<file path="src/rtl/fo_fi_initiator_pkg.sv">
// Shared FSM encodings, key-slice offsets and round-indexed key selectors for the MISTY1 FO initiator.
package fo_fi_initiator_pkg;

   // Handshake-to-result latency of the FI core in the parent; the FO logic never depends on it.
   localparam int FI_DURATION = 3;

   typedef logic [1:0] fo_state_t;

   localparam logic [1:0] ST_IDLE  = 2'd0;
   localparam logic [1:0] ST_ISSUE = 2'd1;
   localparam logic [1:0] ST_WAIT  = 2'd2;
   localparam logic [1:0] ST_DONE  = 2'd3;

   localparam logic [1:0] LAST_ROUND = 2'd2;

   localparam int KO1_LSB = 48;
   localparam int KO2_LSB = 32;
   localparam int KO3_LSB = 16;
   localparam int KO4_LSB = 0;

   localparam int KI1_LSB = 32;
   localparam int KI2_LSB = 16;
   localparam int KI3_LSB = 0;

   // Round r mixes KO(r+1) into the active half before the FI call.
   function automatic logic [15:0] ko_sel(input logic [63:0] ko, input logic [1:0] r);
      case (r)
         2'd0:    ko_sel = ko[KO1_LSB +: 16];
         2'd1:    ko_sel = ko[KO2_LSB +: 16];
         2'd2:    ko_sel = ko[KO3_LSB +: 16];
         default: ko_sel = ko[KO4_LSB +: 16];
      endcase
   endfunction

   function automatic logic [15:0] ki_sel(input logic [47:0] ki, input logic [1:0] r);
      case (r)
         2'd0:    ki_sel = ki[KI1_LSB +: 16];
         2'd1:    ki_sel = ki[KI2_LSB +: 16];
         2'd2:    ki_sel = ki[KI3_LSB +: 16];
         default: ki_sel = 16'h0000;
      endcase
   endfunction

   // Rounds 0 and 2 work on t0, round 1 on t1.
   function automatic logic round_uses_t0(input logic [1:0] r);
      round_uses_t0 = (r != 2'd1);
   endfunction

endpackage

</file>
<file path="src/rtl/fo_fi_initiator_if.sv">
// Upstream FO request/result and downstream FI request/result signals of the FO initiator.
interface fo_fi_initiator_if (
   input logic clk,
   input logic rst
);

   logic        enable_i;
   logic        valid_i;
   logic        ready_o;
   logic [31:0] plain_i;
   logic [63:0] key_ko_i;
   logic [47:0] key_ki_i;
   logic [31:0] sypher_o;
   logic        valid_o;

   logic        fi_enable_o;
   logic        fi_valid_o;
   logic        fi_ready_i;
   logic [15:0] fi_plain_o;
   logic [15:0] fi_key_o;
   logic [15:0] fi_sypher_i;
   logic        fi_valid_i;

   // FO initiator side.
   modport slave (
      input  enable_i, valid_i, plain_i, key_ko_i, key_ki_i,
      input  fi_ready_i, fi_sypher_i, fi_valid_i,
      output ready_o, sypher_o, valid_o,
      output fi_enable_o, fi_valid_o, fi_plain_o, fi_key_o
   );

   // Environment side: FO requester plus the FI core.
   modport master (
      output enable_i, valid_i, plain_i, key_ko_i, key_ki_i,
      output fi_ready_i, fi_sypher_i, fi_valid_i,
      input  ready_o, sypher_o, valid_o,
      input  fi_enable_o, fi_valid_o, fi_plain_o, fi_key_o
   );

   // A stalled FI request must present the same operands until accepted.
   a_fi_req_hold: assert property (@(posedge clk) disable iff (rst)
      (fi_valid_o && !fi_ready_i) |=> ($stable(fi_plain_o) && $stable(fi_key_o)));

   a_valid_pulse: assert property (@(posedge clk) disable iff (rst)
      valid_o |=> !valid_o);

   a_one_in_flight: assert property (@(posedge clk) disable iff (rst)
      !(ready_o && fi_valid_o));

   a_enable_fwd: assert property (@(posedge clk)
      fi_enable_o == enable_i);

endinterface

</file>
<file path="src/rtl/fo_fi_initiator_key_mux.sv">
// Round-indexed KO/KI selection; purely combinational.
module fo_fi_initiator_key_mux
   import fo_fi_initiator_pkg::*;
(
   input  logic [63:0] key_ko,
   input  logic [47:0] key_ki,
   input  logic [1:0]  round,
   output logic [15:0] ko_r,
   output logic [15:0] ki_r,
   output logic [15:0] ko4
);

   assign ko_r = ko_sel(key_ko, round);
   assign ki_r = ki_sel(key_ki, round);
   assign ko4  = key_ko[KO4_LSB +: 16];

endmodule

</file>
<file path="src/rtl/fo_fi_initiator.sv">
// MISTY1 FO over an external FI core; result 4+3*FI latency cycles after the request handshake.
// Backpressure: ready_o only while idle and enabled; an FI request is held until fi_ready_i.
module fo_fi_initiator
   import fo_fi_initiator_pkg::*;
(
   input logic              clk,
   input logic              rst,
   fo_fi_initiator_if.slave bus
);

   fo_state_t   state;
   logic [1:0]  round;
   logic [15:0] t0;
   logic [15:0] t1;
   logic [63:0] ko_q;
   logic [47:0] ki_q;
   logic        res_got;

   logic [15:0] ko_r;
   logic [15:0] ki_r;
   logic [15:0] ko4;
   logic [15:0] t_sel;
   logic        fo_hs;
   logic        fi_hs;
   logic        res_avail;

   fo_fi_initiator_key_mux u_key_mux (
      .key_ko (ko_q),
      .key_ki (ki_q),
      .round  (round),
      .ko_r   (ko_r),
      .ki_r   (ki_r),
      .ko4    (ko4)
   );

   always_comb begin
      t_sel = round_uses_t0(round) ? t0 : t1;
   end

   assign bus.fi_enable_o = bus.enable_i;
   assign bus.ready_o     = (state == ST_IDLE)  && bus.enable_i;
   assign bus.fi_valid_o  = (state == ST_ISSUE) && bus.enable_i;
   assign bus.fi_plain_o  = t_sel ^ ko_r;
   assign bus.fi_key_o    = ki_r;

   assign fo_hs     = bus.valid_i && bus.ready_o;
   assign fi_hs     = bus.fi_valid_o && bus.fi_ready_i;
   // A result that lands while disabled is remembered so the round can advance once re-enabled.
   assign res_avail = bus.fi_valid_i || res_got;

   always_ff @(posedge clk) begin
      if (rst) begin
         state        <= ST_IDLE;
         round        <= 2'd0;
         t0           <= 16'h0000;
         t1           <= 16'h0000;
         ko_q         <= 64'h0;
         ki_q         <= 48'h0;
         res_got      <= 1'b0;
         bus.sypher_o <= 32'h0;
         bus.valid_o  <= 1'b0;
      end else begin
         bus.valid_o <= 1'b0;
         case (state)
            ST_IDLE: begin
               if (fo_hs) begin
                  t0    <= bus.plain_i[31:16];
                  t1    <= bus.plain_i[15:0];
                  ko_q  <= bus.key_ko_i;
                  ki_q  <= bus.key_ki_i;
                  round <= 2'd0;
                  state <= ST_ISSUE;
               end
            end
            ST_ISSUE: begin
               if (fi_hs) begin
                  res_got <= 1'b0;
                  state   <= ST_WAIT;
               end
            end
            ST_WAIT: begin
               if (bus.fi_valid_i) begin
                  if (round_uses_t0(round)) begin
                     t0 <= bus.fi_sypher_i ^ t1;
                  end else begin
                     t1 <= bus.fi_sypher_i ^ t0;
                  end
               end
               if (bus.enable_i && res_avail) begin
                  res_got <= 1'b0;
                  if (round == LAST_ROUND) begin
                     state <= ST_DONE;
                  end else begin
                     round <= round + 2'd1;
                     state <= ST_ISSUE;
                  end
               end else if (bus.fi_valid_i) begin
                  res_got <= 1'b1;
               end
            end
            ST_DONE: begin
               if (bus.enable_i) begin
                  bus.sypher_o <= {t1 ^ ko4, t0};
                  bus.valid_o  <= 1'b1;
                  state        <= ST_IDLE;
               end
            end
            default: state <= ST_IDLE;
         endcase
      end
   end

endmodule

</file>
<file path="src/flat_wrapper.sv">
// flat-port wrapper written by rule: the top's interface ports become plain ports
module fo_fi_initiator_flat import fo_fi_initiator_pkg::*;
  (clk, rst, bus_enable_i, bus_valid_i, bus_plain_i, bus_key_ko_i, bus_key_ki_i, bus_fi_ready_i, bus_fi_sypher_i, bus_fi_valid_i, bus_ready_o, bus_sypher_o, bus_valid_o, bus_fi_enable_o, bus_fi_valid_o, bus_fi_plain_o, bus_fi_key_o);
  fo_fi_initiator_if bus_i (.clk(clk), .rst(rst));
  input logic clk;
  input logic rst;
  input wire logic [$bits(bus_i.enable_i)-1:0] bus_enable_i;
  input wire logic [$bits(bus_i.valid_i)-1:0] bus_valid_i;
  input wire logic [$bits(bus_i.plain_i)-1:0] bus_plain_i;
  input wire logic [$bits(bus_i.key_ko_i)-1:0] bus_key_ko_i;
  input wire logic [$bits(bus_i.key_ki_i)-1:0] bus_key_ki_i;
  input wire logic [$bits(bus_i.fi_ready_i)-1:0] bus_fi_ready_i;
  input wire logic [$bits(bus_i.fi_sypher_i)-1:0] bus_fi_sypher_i;
  input wire logic [$bits(bus_i.fi_valid_i)-1:0] bus_fi_valid_i;
  output wire logic [$bits(bus_i.ready_o)-1:0] bus_ready_o;
  output wire logic [$bits(bus_i.sypher_o)-1:0] bus_sypher_o;
  output wire logic [$bits(bus_i.valid_o)-1:0] bus_valid_o;
  output wire logic [$bits(bus_i.fi_enable_o)-1:0] bus_fi_enable_o;
  output wire logic [$bits(bus_i.fi_valid_o)-1:0] bus_fi_valid_o;
  output wire logic [$bits(bus_i.fi_plain_o)-1:0] bus_fi_plain_o;
  output wire logic [$bits(bus_i.fi_key_o)-1:0] bus_fi_key_o;
  assign bus_i.enable_i = bus_enable_i;
  assign bus_i.valid_i = bus_valid_i;
  assign bus_i.plain_i = bus_plain_i;
  assign bus_i.key_ko_i = bus_key_ko_i;
  assign bus_i.key_ki_i = bus_key_ki_i;
  assign bus_i.fi_ready_i = bus_fi_ready_i;
  assign bus_i.fi_sypher_i = bus_fi_sypher_i;
  assign bus_i.fi_valid_i = bus_fi_valid_i;
  assign bus_ready_o = bus_i.ready_o;
  assign bus_sypher_o = bus_i.sypher_o;
  assign bus_valid_o = bus_i.valid_o;
  assign bus_fi_enable_o = bus_i.fi_enable_o;
  assign bus_fi_valid_o = bus_i.fi_valid_o;
  assign bus_fi_plain_o = bus_i.fi_plain_o;
  assign bus_fi_key_o = bus_i.fi_key_o;
  fo_fi_initiator u_core (.clk(clk), .rst(rst), .bus(bus_i));
endmodule
</file>
<file path="config.mk">
export PLATFORM = sky130hd
export DESIGN_NAME = fo_fi_initiator_flat
export DESIGN_NICKNAME = d
export VERILOG_FILES = /design/src/rtl/fo_fi_initiator_pkg.sv /design/src/rtl/fo_fi_initiator_if.sv /design/src/rtl/fo_fi_initiator_key_mux.sv /design/src/rtl/fo_fi_initiator.sv /design/src/flat_wrapper.sv
export SDC_FILE = /design/constraint.sdc
export NUM_CORES = 1
export LEC_CHECK = 0
export CAP_MARGIN = 25
export CORE_ASPECT_RATIO = 1.4
export CORE_MARGIN = 5
export CORE_UTILIZATION = 43
export CTS_BUF_LIST = sky130_fd_sc_hd__clkbuf_16
export CTS_CLUSTER_DIAMETER = 80
export DETAILED_ROUTE_END_ITERATION = 12
export PLACE_DENSITY = 0.73
export SLEW_MARGIN = 5
export SYNTH_ARGS = -nofsm -noshare
export SYNTH_HDL_FRONTEND = slang
export SYNTH_SLANG_ARGS = --single-unit
</file>
<file path="constraint.sdc">
create_clock -name clk -period 1.8 [get_ports clk]
set_input_delay 0.18 -clock clk [delete_from_list [all_inputs] [get_ports clk]]
set_output_delay 0.18 -clock clk [all_outputs]
set_load 0.1 [all_outputs]
</file>
==> impl_metrics.csv, run 1 <==
group,metric,value,unit
run_status,status,"finished, violations left",
run_status,violations,"negative setup slack",
synthesis,synth_fa_ha_area_share,0.773,%
worst_setup_path,slowest_stage,"a222oi_1",
grt,grt_pass1_wl,40.4,mm
grt,antenna_found_initial,1,
route,drc,0,
synthesis,ys_warn_count,0,
clocking,cts_max_path_buffers,2,
clocking,clkSinkCount,182,
placed_design,hpwl,18.4,mm
die,die_area,21700,um2
sta,finalSetupTns,-15.57,ns
route,vias_per_cell,5.31,
pwr,powerDensity,852,nW/um2
route,dr_total_vias,7908,
clocking,cts_tree,"built",
sta,max_freq,423,MHz
sta,hold_viol_final,0,
synthesis,synth_ff_type,"dfxtp_1",
synthesis,netlist_instances,985,
final_layout,syn2layout_area_growth,56.5,%
sta,layout_setup_ws,-0.564,ns
worst_setup_path,r2r-start,"u_core.round[1]$_SDFFE_PP0P_",
worst_setup_path,crit_top_cell,"buf_12",
grt,grt_max_degree,108,
worst_setup_path,required,1.62,ns
synthesis,synth_compound_area_share,18.5,%
die,ioPinCount,234,
route,drt-initial-drc-count,833,
synthesis,synthDistinctLibCells,41,
final_layout,seq_area,3650,um2
worst_setup_path,rrSetupSlack,0.04,ns
placed_design,pre_cts_ws,-0.224,ns
route,wl,26.1,mm
die,fp.dieW,126,um
placed_design,gp_congestion,0.875,
worst_setup_path,worst_r2r_endpoint,"u_core.t0[14]$_SDFFE_PP0P_",
synthesis,async_flop_share,0,%
final_layout,multiInputGateArea,4650,um2
grt,grt_pass1_vias,7612,
worst_setup_path,worstRegToRegCells,7,
synthesis,yosys.area_share.simple,17.9,%
synthesis,synth_area_leader_cell,"dfxtp_1",
synthesis,synth_top_area_share,45.0,%
clocking,clkLatencyLatePin,0.42,ns
synthesis,yosysMostFrequentCell,"nand2_1",
synthesis,syn-cell-area,8100,um2
synthesis,synth_nets,1156,
die,die_h,172,um
clocking,cts_buffers,17,
synthesis,synth_top_family_by_area,"compound AO/OA/AOI/OAI gates",
worst_setup_path,cp_slowest_stage_delay,0.44,ns
clocking,htreeDepth,4,
synthesis,synth_seq_cells,182,
pwr,p_leak,4.60,nW
sta,tightestPinTransition,0.495,ns
worst_setup_path,start_kind,"flip-flop",
sta,min_period,2.36,ns
synthesis,synth_edf_count,0,
route,routedWlPerCell,17.5,um
min_path,hold_start,"rst",
sta,setup_viol,32,
worst_setup_path,cp.arrival,2.18,ns
min_path,whs_path_depth,4,
final_layout,drive_above_1_share,20.7,%
die,start_util,43.7,%
synthesis,avgSynthCellArea,8.22,um2
route,drt-pass1-iter-count,7,
placed_design,port-buffer-count,233,
worst_setup_path,cp_cell_sequence,"inv_4 -> ha_4 -> buf_12 -> a222oi_1 -> o21ai_2 -> xnor2_4 -> buf_12",
grt,grt_use_total,23.3,%
min_path,min_path_type,"in2reg",
clocking,hold_buffers,0,
pwr,power,10.8,mW
synthesis,synth_xor_area_share,6.92,%
sta,rsz0062_at_grt,"yes",
run,maxCapViolCount,0,
sta,slew_headroom,67.0,%
final_layout,nets,1401,
min_path,holdPathEnd,"u_core.state[1]$_SDFFE_PP0P_",
synthesis,synth_commonest_cells,"310 x nand2_1, 182 x dfxtp_1, 131 x a21oi_1, 48 x mux2i_1, 39 x clkbuf_1",
die,core-area,18500,um2
pwr,ir_worst_vdd,0.624,mV
route,antenna_left,0,
synthesis,seq_area_frac_synth,45.0,%
die,rows,59,
worst_setup_path,path_class,"reg2out",
clocking,path_clk_slew,0.07,ns
worst_setup_path,crit_path_end_kind,"output pin",
synthesis,synthMuxAreaShare,6.07,%
sta,fin_crit_sh,131,%
synthesis,yosys-top-cells-area,"dfxtp_1 45%, nand2_1 14%, a21oi_1 8.1%, mux2i_1 5.9%, a222oi_1 4.0%",
sta,slew_violations,0,
clocking,root_buffer,"clkbuf_16",
sta,finClkSkew,0.00627,ns
final_layout,fillers,1474,
worst_setup_path,path_max_fanout,7,
final_layout,fin_util,68.4,%
grt,grt_overflow,0,
-- per-layer routing --
layer  share of wire (%)  track usage (%)  vias up  routed length (um)
met5                   0                0        -                   0
met4                 2.7             7.84        0                 704
met3                 7.6             6.33       44                1970
met2                  49             39.1      292               12700
met1                  41             29.0     3708               10700
li1                    -                -     3864                   -
-- worst max-delay path: cells and delay by family, from the launching register on --
kind	cells	cell delay (ns)
AOI/OAI and AO/OA	2	0.60
adders and majority gates	1	0.19
buffers and inverters	3	0.38
DFF	1	0.37
xor gates and xnor gates	1	0.21
-- sequential cells by signal, indices dropped and copies added, names as in the netlist --
| register | flops |
|---|---|
| u_core.t0 | 16 |
| u_core.res_got | 1 |
| u_core.ko_q | 64 |
| u_core.ki_q | 48 |
| u_core.bus.sypher_o | 32 |
| u_core.t1 | 16 |
| u_core.bus.valid_o | 1 |
| u_core.round | 2 |
| u_core.state | 2 |
-- worst max path at each step --
stage	depth (start not counted)	startpoint	end
floorplan	6	u_core.round[0]$_SDFFE_PP0P_	bus_fi_plain_o[10]
global placement	7	u_core.round[1]$_SDFFE_PP0P_	bus_fi_plain_o[5]
detailed placement	7	u_core.round[1]$_SDFFE_PP0P_	bus_fi_plain_o[5]
CTS	7	u_core.round[0]$_SDFFE_PP0P_	bus_fi_plain_o[10]
global route	7	u_core.round[0]$_SDFFE_PP0P_	bus_fi_plain_o[11]
finish	7	u_core.round[1]$_SDFFE_PP0P_	bus_fi_plain_o[14]
-- final cells by class --
type / instances / area share, %
Antenna cell: 2 / 0.0395
Clock buffer: 17 / 3.36
Clock inverter: 15 / 1.41
Inverter: 4 / 0.158
Multi-Input combinational cell: 718 / 36.7
Sequential cell: 182 / 28.8
Tap cell: 244 / 2.41
Timing Repair Buffer: 307 / 27.1
-- metrics by stage --
step	cell area (um2)	cells	hold WS, ns
after CTS	12600	1484	0.0941
after detailed placement	11700	1443	0.446
final	12700	1489	0.104
after floorplan	8620	985	0.316
after global placement	11700	1443	0.442
after global routing	12700	1488	0.126
-- report_power, final --
group          total (mW)  internal [mW]  leakage (nW)  switching, mW
Combinational        2.55           1.18          2.81           1.37
Sequential           4.39           4.22          1.48          0.179
Clock                3.84           2.20         0.299           1.64
-- placed cells by master, fill, tap and decap left out, types with 3 or more instances in the layout --
| cell | count |
|---|---|
| buf_6 | 4 |
| xor2_1 | 32 |
| ha_4 | 3 |
| mux2i_1 | 43 |
| dfxtp_1 | 179 |
| o22ai_1 | 23 |
| o21ai_2 | 14 |
| clkinv_4 | 3 |
| bufinv_16 | 3 |
| inv_6 | 3 |
| a222oi_1 | 32 |
| clkbuf_16 | 18 |
| xnor2_1 | 16 |
| buf_4 | 83 |
| buf_12 | 49 |
| xnor2_4 | 16 |
| nor2_1 | 19 |
| a21oi_1 | 131 |
| nand3_1 | 3 |
| o22ai_2 | 10 |
| a211oi_1 | 16 |
| mux2i_2 | 5 |
| nor2_4 | 16 |
| buf_8 | 4 |
| o21ai_4 | 3 |
| clkdlybuf4s50_1 | 164 |
| nand2_1 | 310 |
-- cell families (layout without fill, tap and decap cells) --
logic type | after synthesis | count (layout)
DFF | 182 | 182
and+or+nand+nor | 366 | 366
muxes | 49 | 49
xor gates and xnor gates | 64 | 64
buffers and inverters | 85 | 343
other | 0 | 2
AOI/OAI and AO/OA | 234 | 234
adders and majority gates | 5 | 5
-- what timing repair did --
action,in CTS,in global routing
setup buffers,7,2
endpoints found under the setup margin,44,47
pin swaps,32,14
resized for setup,37,10
gates cloned,2,1
Note: power is estimated with default switching activity, not from simulation.
==> run 2, diff against run 1 <==
--- a/config.mk
+++ b/config.mk
@@ -13,7 +13,7 @@
 export CTS_CLUSTER_DIAMETER = 80
 export DETAILED_ROUTE_END_ITERATION = 12
 export PLACE_DENSITY = 0.73
-export SLEW_MARGIN = 5
+export SLEW_MARGIN = 30
 export SYNTH_ARGS = -nofsm -noshare
 export SYNTH_HDL_FRONTEND = slang
 export SYNTH_SLANG_ARGS = --single-unit
==> results of run 2 <==
Final layout, timing and power as in run 1 (identical DEF).
==> run 3, diff against run 2 <==
--- a/config.mk
+++ b/config.mk
@@ -12,7 +12,7 @@
 export CTS_BUF_LIST = sky130_fd_sc_hd__clkbuf_16
 export CTS_CLUSTER_DIAMETER = 80
 export DETAILED_ROUTE_END_ITERATION = 12
-export PLACE_DENSITY = 0.73
+export PLACE_DENSITY = 0.72
 export SLEW_MARGIN = 30
 export SYNTH_ARGS = -nofsm -noshare
 export SYNTH_HDL_FRONTEND = slang
==> impl_metrics.csv, run 3 (same netlist as run 1, synthesis figures left out) <==
group,metric,value,unit
sta,slew_violations,0,
final_layout,seq_area,3650,um2
die,ioPinCount,234,
placed_design,hpwl,18.5,mm
grt,grt_overflow,0,
clocking,clkSinkCount,182,
route,dr_total_vias,7910,
grt,grt_max_degree,114,
worst_setup_path,crit_top_cell,"buf_12",
final_layout,fin_util,68.8,%
worst_setup_path,start_kind,"flip-flop",
pwr,p_leak,4.62,nW
worst_setup_path,worst_r2r_endpoint,"u_core.t0[14]$_SDFFE_PP0P_",
final_layout,drive_above_1_share,21.0,%
grt,antenna_found_initial,4,
worst_setup_path,cp_cell_sequence,"inv_4 -> ha_4 -> buf_12 -> buf_12 -> a222oi_1 -> o21ai_2 -> xnor2_4 -> buf_12",
worst_setup_path,cp.arrival,2.21,ns
grt,grt_pass1_vias,7711,
grt,grt_pass1_wl,41.0,mm
worst_setup_path,worstSetupEndpoint,"bus_fi_plain_o[6]",
worst_setup_path,required,1.62,ns
worst_setup_path,path_max_fanout,5,
pwr,powerDensity,830,nW/um2
sta,max_freq,419,MHz
run_status,violations,"negative setup slack",
sta,finalSetupTns,-16.07,ns
route,antenna_left,0,
final_layout,syn2layout_area_growth,57.4,%
die,fp.dieW,126,um
placed_design,port-buffer-count,233,
die,die_area,21700,um2
final_layout,fillers,1479,
clocking,htreeDepth,4,
die,start_util,43.7,%
sta,setup_viol,32,
min_path,min_path_type,"in2reg",
final_layout,largest_register,"u_core.ko_q",
grt,grt_use_total,23.6,%
run_status,status,"finished, violations left",
final_layout,reg.largest.list,"u_core.ko_q (64), u_core.ki_q (48), u_core.bus.sypher_o (32)",
pwr,ir_worst_vdd,0.566,mV
sta,timing.hold.ws,0.136,ns
clocking,path_clk_slew,0.07,ns
route,vias_per_cell,5.27,
worst_setup_path,crit_path_end_kind,"output pin",
clocking,cts_max_path_buffers,2,
worst_setup_path,cp.buffers_inverters,4,
route,drt-initial-drc-count,684,
sta,min_period,2.39,ns
clocking,clkLatencyLatePin,0.43,ns
sta,layout_setup_ws,-0.588,ns
final_layout,nets,1412,
placed_design,gp_congestion,0.859,
placed_design,postPlaceCellArea,11800,um2
route,drt-pass1-iter-count,5,
final_layout,multiInputGateArea,4660,um2
clocking,root_buffer,"clkbuf_16",
route,wl,26.5,mm
worst_setup_path,worstRegToRegCells,8,
worst_setup_path,rrSetupSlack,0.06,ns
die,core-area,18500,um2
sta,fin_crit_sh,133,%
pwr,power,10.6,mW
worst_setup_path,r2r-start,"u_core.round[1]$_SDFFE_PP0P_",
route,drc,0,
run,maxCapViolCount,0,
sta,rsz0062_at_grt,"yes",
clocking,cts_tree,"built",
sta,hold_viol_final,0,
sta,tightestPinTransition,0.497,ns
route,routedWlPerCell,17.7,um
sta,finClkSkew,0.00635,ns
final_layout,most-common-layout-cells,"310 x nand2_1, 179 x dfxtp_1, 164 x clkdlybuf4s50_1, 131 x a21oi_1, 92 x buf_4",
die,rows,59,
worst_setup_path,path_class,"reg2out",
sta,slew_headroom,66.9,%
worst_setup_path,startpoint,"u_core.round[1]$_SDFFE_PP0P_",
clocking,hold_buffers,0,
worst_setup_path,worst-path-stages,8,
final_layout,stdcell_area,12700,um2
final_layout,layout_commonest_cell,"nand2_1",
die,die_h,172,um
worst_setup_path,cp_slowest_stage_delay,0.38,ns
final_layout,largest_reg_flops,64,
worst_setup_path,slowest_stage,"dfxtp_4",
clocking,cts_buffers,17,
worst_setup_path,critPathTopFamily,"buffers and inverters",
==> run 3: worst reg2reg max path: stages, from the launching register on <==
cell and delay (ns):
dfxtp_4 0.37, inv_4 0.08, ha_4 0.16, buf_8 0.12, buf_4 0.12, and4bb_2 0.25
or2_4 0.24, buf_12 0.16, o22ai_2 0.17
==> run 3: final cells by class <==
class                      instances  share of cell area, %
multi-input combinational        718                   36.6
sequential                       182                   28.7
timing repair buffer             318                   27.7
clock buffer                      17                   3.34
tap                              244                   2.40
clock inverter                    15                   1.09
inverter                           4                  0.177
antenna                            3                 0.0589
==> run 3: worst min-delay path by stage <==
| stage | cells after the start | slack (ns) | endpoint | startpoint |
|---|---|---|---|---|
| global placement | 2 | 0.44 | u_core.ki_q[6]$_SDFFE_PP0P_ | u_core.ki_q[6]$_SDFFE_PP0P_ |
| global route | 2 | 0.14 | u_core.ki_q[46]$_SDFFE_PP0P_ | rst |
| CTS | 2 | 0.12 | u_core.ko_q[18]$_SDFFE_PP0P_ | rst |
| detailed placement | 2 | 0.45 | u_core.ki_q[5]$_SDFFE_PP0P_ | u_core.ki_q[5]$_SDFFE_PP0P_ |
| finish | 2 | 0.14 | u_core.ko_q[35]$_SDFFE_PP0P_ | rst |
| floorplan | 2 | 0.32 | u_core.ki_q[0]$_SDFFE_PP0P_ | bus_key_ki_i[0] |
==> run 3: layer usage <==
layer	vias to the layer above	routed length, um	track usage (%)
met2	292	13000	40.1
met3	41	2210	7.85
met1	3681	10500	27.9
met4	2	717	8.96
met5	-	12	0
li1	3894	-	-
==> run 3: report_power, final <==
group          switching (mW)  internal [mW]  leakage (nW)
Clock                    1.59           2.02         0.266
Sequential              0.175           4.22          1.48
Combinational            1.37           1.20          2.87
Total                    3.14           7.44          4.62
==> run 3: repair_timing <==
item / 4_1_cts / 5_1_grt
gates resized for setup: 43 / 8
pin swaps: 25 / 16
setup endpoints to repair: 32 / 34
buffers inserted: 15 / 5
gates cloned: 0 / 2
==> run 3: per-stage QoR <==
step	instances	worst slack [ns]
4_1_cts	1491	-0.587
3_3_place_gp	1446	-0.252
5_1_grt	1501	-0.689
6_report	1501	-0.588
3_5_place_dp	1446	-0.322
2_1_floorplan	985	-0.270
